$ cat src/rtl/guess_entry.sv
// Mastermind guess entry: assembles a guess from key pulses and offers it to the scorer
// over a valid/ready handshake, counting guesses and locking out entry when the game ends.
module guess_entry #(
  parameter int unsigned Slots      = 4,
  parameter int unsigned Colors     = 6,
  parameter int unsigned ColorW     = 3,
  parameter int unsigned CursorW    = 2,
  parameter int unsigned MaxGuesses = 10,
  parameter int unsigned CountW     = 4
) (
  input  logic                     clk_i,
  input  logic                     rst_ni,
  input  logic                     inc_pulse_i,
  input  logic                     next_pulse_i,
  input  logic                     submit_pulse_i,
  input  logic                     game_won_i,
  input  logic                     guess_ready_i,
  output logic [Slots*ColorW-1:0]  guess_o,
  output logic                     guess_valid_o,
  output logic [CursorW-1:0]       cursor_o,
  output logic [CountW-1:0]        guess_count_o,
  output logic                     game_over_o
);

  typedef enum logic [1:0] {StEdit, StOffer, StOver} state_e;

  state_e                    state_q;
  logic [Slots*ColorW-1:0]   guess_q;
  logic                      valid_q;
  logic [CursorW-1:0]        cursor_q;
  logic [CountW-1:0]         count_q;
  logic                      over_q;

  logic [ColorW-1:0]         cur_slot;
  logic [ColorW-1:0]         slot_inc;
  logic [Slots*ColorW-1:0]   guess_inc;
  logic [CursorW-1:0]        cursor_inc;
  logic [CountW-1:0]         count_inc;

  always_comb begin
    cur_slot   = guess_q[cursor_q*ColorW +: ColorW];
    slot_inc   = (cur_slot == ColorW'(Colors - 1)) ? '0 : cur_slot + 1'b1;
    guess_inc  = guess_q;
    guess_inc[cursor_q*ColorW +: ColorW] = slot_inc;
    cursor_inc = (cursor_q == CursorW'(Slots - 1)) ? '0 : cursor_q + 1'b1;
    count_inc  = count_q + 1'b1;
  end

  always_ff @(posedge clk_i) begin
    if (!rst_ni) begin
      state_q  <= StEdit;
      guess_q  <= '0;
      valid_q  <= 1'b0;
      cursor_q <= '0;
      count_q  <= '0;
      over_q   <= 1'b0;
    end else begin
      unique case (state_q)
        StEdit: begin
          // A win report outranks every key pulse; submit outranks editing.
          if (game_won_i) begin
            state_q <= StOver;
            over_q  <= 1'b1;
          end else if (submit_pulse_i) begin
            state_q <= StOffer;
            valid_q <= 1'b1;
          end else begin
            if (inc_pulse_i)  guess_q  <= guess_inc;
            if (next_pulse_i) cursor_q <= cursor_inc;
          end
        end
        StOffer: begin
          if (guess_ready_i) begin
            valid_q <= 1'b0;
            count_q <= count_inc;
            if (count_inc == CountW'(MaxGuesses)) begin
              state_q <= StOver;
              over_q  <= 1'b1;
            end else begin
              state_q  <= StEdit;
              guess_q  <= '0;
              cursor_q <= '0;
            end
          end
        end
        StOver: begin
          valid_q <= 1'b0;
        end
        default: begin
          state_q <= StEdit;
        end
      endcase
    end
  end

  assign guess_o       = guess_q;
  assign guess_valid_o = valid_q;
  assign cursor_o      = cursor_q;
  assign guess_count_o = count_q;
  assign game_over_o   = over_q;

endmodule

$ cat config.mk
export PLATFORM = sky130hd
export DESIGN_NAME = guess_entry
export DESIGN_NICKNAME = d
export VERILOG_FILES = /design/src/rtl/guess_entry.sv
export SDC_FILE = /design/constraint.sdc
export NUM_CORES = 1
export LEC_CHECK = 0
export ABC_AREA = 1
export BUFFER_PORTS_ARGS = -buffer_cell sky130_fd_sc_hd__buf_2
export CAP_MARGIN = 20
export CORE_ASPECT_RATIO = 0.6
export CORE_MARGIN = 4
export CORE_UTILIZATION = 55
export DETAILED_ROUTE_END_ITERATION = 16
export GPL_TIMING_DRIVEN = 0
export HOLD_SLACK_MARGIN = 0.02
export PLACE_DENSITY = 0.8
export SYNTH_ARGS = -nofsm -noshare
export SYNTH_HDL_FRONTEND = slang
export SYNTH_SLANG_ARGS = --single-unit
$ cat constraint.sdc
create_clock -name clk_i -period 2.4 [get_ports clk_i]
set_clock_uncertainty 0.15 [all_clocks]
set_input_delay 0.12 -clock clk_i [delete_from_list [all_inputs] [get_ports clk_i]]
set_output_delay 0.12 -clock clk_i [all_outputs]
set_load 0.1 [all_outputs]
==> impl_results.md, run 1 <==
- Post-synth EDFFs: 0
- TNS Setup: 0 ps
- Post-CTS Resized: 0
- Count of max-cap constraint violations: 0
- Starting utilization of the core area: 57.3%
- Cell breakdown of the critical path: buf_4 -> inv_4 -> buf_6 -> nand2_1 -> a32oi_1 -> inv_1 -> ha_1 -> nand3_1 -> nand3_1 -> nor2_1 -> nand2_1 -> a21oi_1
- Area inside the core boundary: 2500 µm²
- Async set-reset flop share out of synthesis: 0%
- Net count after synthesis: 240
- Per-cell routed wire length: 11.5 µm
- Buffering stage count on the worst path with inverters included: 4
- Overflow after GRT: 0
- Kind of critical path: register to register
- Critical Path Sink Type: register
- Worst R2R Start: cursor_o[0]
- Synth top area share: 30.7%
- Final Critical Period: 2170 ps
- CP top delay family: simple AND/OR/NAND/NOR gates
- Endpoints failing setup: 0
- All-Layer GR Usage: 18.7%
- RSZ-0062 raised after global routing: no
- Pin count of the biggest net entering global routing: 13
- Via count of the first global-routing pass: 1126
- Number of top-level pins: 27
- NumNets Final: 272
- Post-synthesis to final-layout area growth: 16.6%
- Initial antenna violation count: 0
- Share of the clock period used by the worst path: 90.5%
- Number of cells produced by synthesis: 222
- Die X: 73.9 µm
- Number of warnings printed during yosys synthesis: 0
- First DRT Iteration DRCs: 174
- Cts hold-fix bufs: 1
- Proportion of synthesized chip area in sequential cells: 30.7%
- Clock tree from TritonCTS: yes
- Data arrival time of the worst path: 2220 ps
- CTS buffer count: 3
- Mapped Avg Cell Area: 6.46 µm²
- Fmax: 0.460 GHz
- Die footprint: 3520 µm²
- Number of antenna diodes: 0
- Nature of the critical path startpoint: register
- Crit path max-delay cell type: sky130_fd_sc_hd__dfxtp_2
- Main area contributors after synthesis: sky130_fd_sc_hd__dfxtp_1 (31%), sky130_fd_sc_hd__nand2_1 (14%), sky130_fd_sc_hd__ha_1 (9.6%), sky130_fd_sc_hd__inv_1 (9.4%), sky130_fd_sc_hd__nor2_1 (8.6%)
- Pins Over Slew Limit: 0
- Routed wire length: 3280 µm
- Worst R2R Setup Slack: 230 ps
- Clock-pin slew of the registers on the worst-case setup and hold paths: 80 ps
- Hold path start: game_won_i
- Clk Tree Root Cell: sky130_fd_sc_hd__clkbuf_8
- Post-synthesis sequential element count: 22
- Worst min-delay path class: primary input to register
- Slew at the pin with the worst max-slew slack: 501 ps
- Post-synthesis instance area: 1440 µm²
- DRC errors left: 0
- H-Tree Level Count: 1
- Buffers on Ports: 26
- Slew HR: 66.6%
- Antenna violation net count after detailed routing: 0
- Worst-path fanout max: 11
- Register-to-Register Path Depth: 12
- Number of core rows: 14
- Final hold violation count: 0
- Most frequently used flop master after synthesis: sky130_fd_sc_hd__dfxtp_1
- End of the worst register-to-register path: guess_o[3]
- Post-CTS repair timing setup buffer count: 0
- # clock sinks: 22
- Min-Delay Endpoint: state_q[0]
- Data required time of the critical path: 2450 ps
- Instance count along the most critical hold path: 4
- Cell type contributing the most total cell area after synthesis: sky130_fd_sc_hd__dfxtp_1
- Clock latency on the worst-skew pair: 270 ps
- Overall via count from detail_route: 1411
- Detailed-route vias per instance: 4.95
- Synth cell types: 26
- Number of buffers on the longest clock path: 2
- Gp weighted congestion: 0.946
- Crit path largest cell delay: 340 ps
- Proportion of layout cells with a drive suffix above 1: 19.0%
- Vertical die dimension: 47.6 µm
- Half-perimeter wire length after detailed placement: 2560 µm
- Drt first pass iters: 4
- Result of the run: finished clean
- Global-route wire length before repair: 5030 µm
worst max path at each step:
stage	to	cells past startpoint	slack (ps)	startpoint
after floorplan	guess_o[8]	12	40	guess_count_o[0]
after global placement	guess_o[4]	12	290	cursor_o[0]
after detailed placement	guess_o[11]	14	280	cursor_o[0]
after CTS	guess_o[11]	14	260	cursor_o[0]
after global routing	guess_o[10]	12	80	cursor_o[0]
final	guess_o[3]	12	230	cursor_o[0]
stage by stage:
step                cell area [µm²]  instances  hold WS, ps  worst slack, ps  util, %
floorplan                      1440        222         83.2             38.4        -
global placement               1610        280          295              293     64.2
detailed placement             1610        280          296              281     64.2
CTS                            1670        285         85.9              261     66.8
global route                   1670        285          141             84.8     66.8
finish                         1670        285         87.4              228     66.8
worst min-delay path: cells and delay by family:
family / cells / cell delay (ps)
and+or+nand+nor: 1 / 50
buffers and inverters: 1 / 100
AOI/OAI and AO/OA: 2 / 190
cells by family (layout without fill, tap and decap cells):
family | after synthesis | after routing | synth area share (%)
and+or+nand+nor | 119 | 119 | 36.7
xor gates and xnor gates | 1 | 1 | 0.610
adders and majority gates | 11 | 11 | 9.59
buffers and inverters | 42 | 73 | 12.5
AOI/OAI and AO/OA | 27 | 27 | 9.94
DFF | 22 | 22 | 30.7
layout by cell type, fill, tap and decap left out, types with 2 or more instances in the layout:
| cell | count |
|---|---|
| sky130_fd_sc_hd__nor3_1 | 3 |
| sky130_fd_sc_hd__buf_6 | 2 |
| sky130_fd_sc_hd__nand3_1 | 17 |
| sky130_fd_sc_hd__nand4_1 | 2 |
| sky130_fd_sc_hd__o21ai_1 | 3 |
| sky130_fd_sc_hd__buf_2 | 26 |
| sky130_fd_sc_hd__a21oi_1 | 12 |
| sky130_fd_sc_hd__nand2_1 | 52 |
| sky130_fd_sc_hd__nand2_2 | 4 |
| sky130_fd_sc_hd__nor2_2 | 4 |
| sky130_fd_sc_hd__nor2_1 | 33 |
| sky130_fd_sc_hd__dfxtp_2 | 2 |
| sky130_fd_sc_hd__dfxtp_1 | 20 |
| sky130_fd_sc_hd__inv_1 | 36 |
| sky130_fd_sc_hd__clkbuf_8 | 4 |
| sky130_fd_sc_hd__ha_1 | 11 |
| sky130_fd_sc_hd__o21ai_0 | 9 |
synthesized netlist by cell type, types with 2 or more instances:
| cell | number |
|---|---|
| sky130_fd_sc_hd__nor2_1 | 33 |
| sky130_fd_sc_hd__nand3_1 | 17 |
| sky130_fd_sc_hd__o21ai_0 | 9 |
| sky130_fd_sc_hd__a21oi_1 | 12 |
| sky130_fd_sc_hd__nor2_2 | 4 |
| sky130_fd_sc_hd__nand2_1 | 52 |
| sky130_fd_sc_hd__inv_1 | 36 |
| sky130_fd_sc_hd__nor3_1 | 3 |
| sky130_fd_sc_hd__nand2_2 | 4 |
| sky130_fd_sc_hd__dfxtp_1 | 22 |
| sky130_fd_sc_hd__o21ai_1 | 3 |
| sky130_fd_sc_hd__ha_1 | 11 |
| sky130_fd_sc_hd__buf_6 | 2 |
| sky130_fd_sc_hd__nand4_1 | 2 |
state kept, by name, indices dropped and copies added (netlist names):
signal,flops
game_over_o,1
guess_o,12
state_q,2
guess_valid_o,1
cursor_o,2
guess_count_o,4
layer usage:
metal,global-route usage (%),share of wire (%),routed length (µm),vias up
met4,1.81,0,0,0
met5,0,0,0,-
met3,4.40,8.8,290,0
li1,-,-,-,752
met2,25.5,36,1200,54
met1,29.9,55,1790,605
area by class of cell:
class	count	area, µm²
fillers	226	832
multi-input cells	158	816
flip-flops and latches	22	443
inverters	38	145
repair buffers	27	140
clock buffers	4	55.1
well taps	32	40.0
plain buffers	4	33.8
Power of run 1 is left out: the tool's default activity adds up to more than one toggle a clock period on the data nets, which glitch-free logic cannot reach.
==> run 2, diff against run 1 <==
--- a/config.mk
+++ b/config.mk
@@ -8,7 +8,7 @@
 export ABC_AREA = 1
 export BUFFER_PORTS_ARGS = -buffer_cell sky130_fd_sc_hd__buf_2
 export CAP_MARGIN = 20
-export CORE_ASPECT_RATIO = 0.6
+export CORE_ASPECT_RATIO = 0.5
 export CORE_MARGIN = 4
 export CORE_UTILIZATION = 55
 export DETAILED_ROUTE_END_ITERATION = 16
==> impl_results.md, run 2 (synthesis results as in run 1) <==
- Result of the run: finished clean
- Gp weighted congestion: 0.808 (-15%)
- Post-synthesis to final-layout area growth: 16.8%
- Clock tree from TritonCTS: yes
- CTS buffer count: 3 (unchanged)
- Post-CTS repair timing setup buffer count: 0 (unchanged)
- Area inside the core boundary: 2340 µm² (-6.5%)
- Vertical die dimension: 44.1 µm (-7.2%)
- Routed wire length: 3130 µm (-4.5%)
- Half-perimeter wire length after detailed placement: 2490 µm (-2.4%)
- Worst R2R Start: cursor_o[0]
- Antenna violation net count after detailed routing: 0 (unchanged)
- Fmax: 0.471 GHz (+2.4%)
- TNS Setup: 0 ps (unchanged)
- Data required time of the critical path: 2450 ps (about the same)
- H-Tree Level Count: 1 (unchanged)
- Overall via count from detail_route: 1421 (+0.71%)
- Number of buffers on the longest clock path: 2 (unchanged)
- Starting utilization of the core area: 61.3% (+4.0 points)
- Instance count along the most critical hold path: 5 (+1)
- Data arrival time of the worst path: 2170 ps (-50 ps)
- End of the worst register-to-register path: guess_o[5]
- Slew HR: 67.4% (+0.73 points)
- Post-Route Utilization: 71.6% (+4.8 points)
- Worst min-delay path class: primary input to register
- Final Critical Period: 2120 ps (-50.5 ps)
- Overflow after GRT: 0 (unchanged)
- Global-route wire length before repair: 5320 µm (+5.7%)
- Most frequent cells in the layout: sky130_fd_sc_hd__nand2_1 (52), sky130_fd_sc_hd__inv_1 (36), sky130_fd_sc_hd__nor2_1 (33)
- DRC errors left: 0 (unchanged)
- Proportion of layout cells with a drive suffix above 1: 19.0% (unchanged)
- Number of core rows: 12 (-2)
- Post-CTS Resized: 0 (unchanged)
- Number of antenna diodes: 0 (unchanged)
- Slew at the pin with the worst max-slew slack: 490 ps (-11.0 ps)
- CP top delay family: simple AND/OR/NAND/NOR gates
- Per-cell routed wire length: 10.9 µm (-5.5%)
- Via count of the first global-routing pass: 1229 (+9.1%)
- Share of the clock period used by the worst path: 88.4% (-2.1 points)
- Initial antenna violation count: 0 (unchanged)
- Endpoints failing setup: 0 (unchanged)
- Crit path largest cell delay: 340 ps (about the same)
- # clock sinks: 22 (unchanged)
- RSZ-0062 raised after global routing: no
- Worst R2R Setup Slack: 280 ps (+50 ps)
- Final hold violation count: 0 (unchanged)
- Clock latency on the worst-skew pair: 260 ps (about the same)
- Register-to-Register Path Depth: 14 (+2)
- Min-Delay Endpoint: state_q[1]
- Hold path start: game_won_i
- Pin count of the biggest net entering global routing: 13 (unchanged)
- Drt first pass iters: 4 (unchanged)
- Die X: 80.2 µm (+8.5%)
- Nature of the critical path startpoint: register
- NumNets Final: 272 (unchanged)
- Buffers on Ports: 26 (unchanged)
- Cell breakdown of the critical path: buf_4 -> inv_4 -> buf_6 -> nand2_1 -> a32oi_1 -> inv_1 -> ha_1 -> nor2_1 -> nand3_1 -> nand2_1 -> nand3_1 -> nor2_1 -> nor2_1 -> nor2_1
- Clk Tree Root Cell: sky130_fd_sc_hd__clkbuf_8
- Worst-path fanout max: 11 (unchanged)
- Pins Over Slew Limit: 0 (unchanged)
- All-Layer GR Usage: 18.9% (+0.21 points)
- Number of flip-flops in the largest register: 12 (unchanged)
- Buffering stage count on the worst path with inverters included: 4 (unchanged)
- CP most frequent cell: sky130_fd_sc_hd__nor2_1
- Crit path max-delay cell type: sky130_fd_sc_hd__dfxtp_2
- Count of max-cap constraint violations: 0 (unchanged)
- Kind of critical path: register to register
- Number of top-level pins: 27 (unchanged)
- Most common cell after layout, fill and taps aside: sky130_fd_sc_hd__nand2_1
- Cts hold-fix bufs: 1 (unchanged)
- Die footprint: 3540 µm² (+0.65%)
- Clock-pin slew of the registers on the worst-case setup and hold paths: 80 ps (about the same)
- Critical Path Sink Type: register
- First DRT Iteration DRCs: 76 (-56%)
- Detailed-route vias per instance: 4.93 (-0.34%)
-- run 2: cell counts in the layout (fill, tap and decap cells not counted) --
No cell type changed its count.
-- run 2: how the worst max path moves through the flow --
stage / start / endpoint / cells after the start
finish: cursor_o[0] / guess_o[5] / 14
global route: cursor_o[0] / guess_o[11] / 14
CTS: cursor_o[0] / guess_o[5] / 14
detailed placement: cursor_o[0] / guess_o[5] / 14
global placement: cursor_o[0] / guess_o[5] / 14
floorplan: guess_count_o[0] / guess_o[8] / 12
-- run 2: area by class of cell --
type                            count  area, µm²
Multi-Input combinational cell    158        816
Buffer                              4       33.8
Fill cell                         211        666
Tap cell                           35       43.8
Timing Repair Buffer               27        140
Sequential cell                    22        443
Inverter                           38        145
Clock buffer                        4       55.1
-- run 2: worst register-to-register path, cell delays in order (launching register included) --
cell                      delay [ps]
sky130_fd_sc_hd__dfxtp_2         340
sky130_fd_sc_hd__buf_4           170
sky130_fd_sc_hd__inv_4            70
sky130_fd_sc_hd__buf_6           130
sky130_fd_sc_hd__nand2_1          60
sky130_fd_sc_hd__a32oi_1         250
sky130_fd_sc_hd__inv_1            80
sky130_fd_sc_hd__ha_1            210
sky130_fd_sc_hd__nor2_1          100
sky130_fd_sc_hd__nand3_1          80
sky130_fd_sc_hd__nand2_1         110
sky130_fd_sc_hd__nand3_1         100
sky130_fd_sc_hd__nor2_1          110
sky130_fd_sc_hd__nor2_1           50
sky130_fd_sc_hd__nor2_1           60
-- run 2: through the flow --
step	instance area [µm²]	hold slack (ps)	std cells	worst slack [ps]
floorplan	1440	83.2	222	38.4
global placement	1610	277	283	342
detailed placement	1610	281	283	310
CTS	1680	112	288	287
global route	1680	144	288	58.5
finish	1680	119	288	278
-- run 2: layer usage --
metal | track usage, % | up-vias | routed length (µm)
met5 | 0 | - | 0
met4 | 3.37 | 0 | 0
met3 | 5.28 | 0 | 229
met2 | 30.9 | 38 | 1380
met1 | 25.6 | 631 | 1530
li1 | - | 752 | -
Power of run 2 is left out for the same reason.
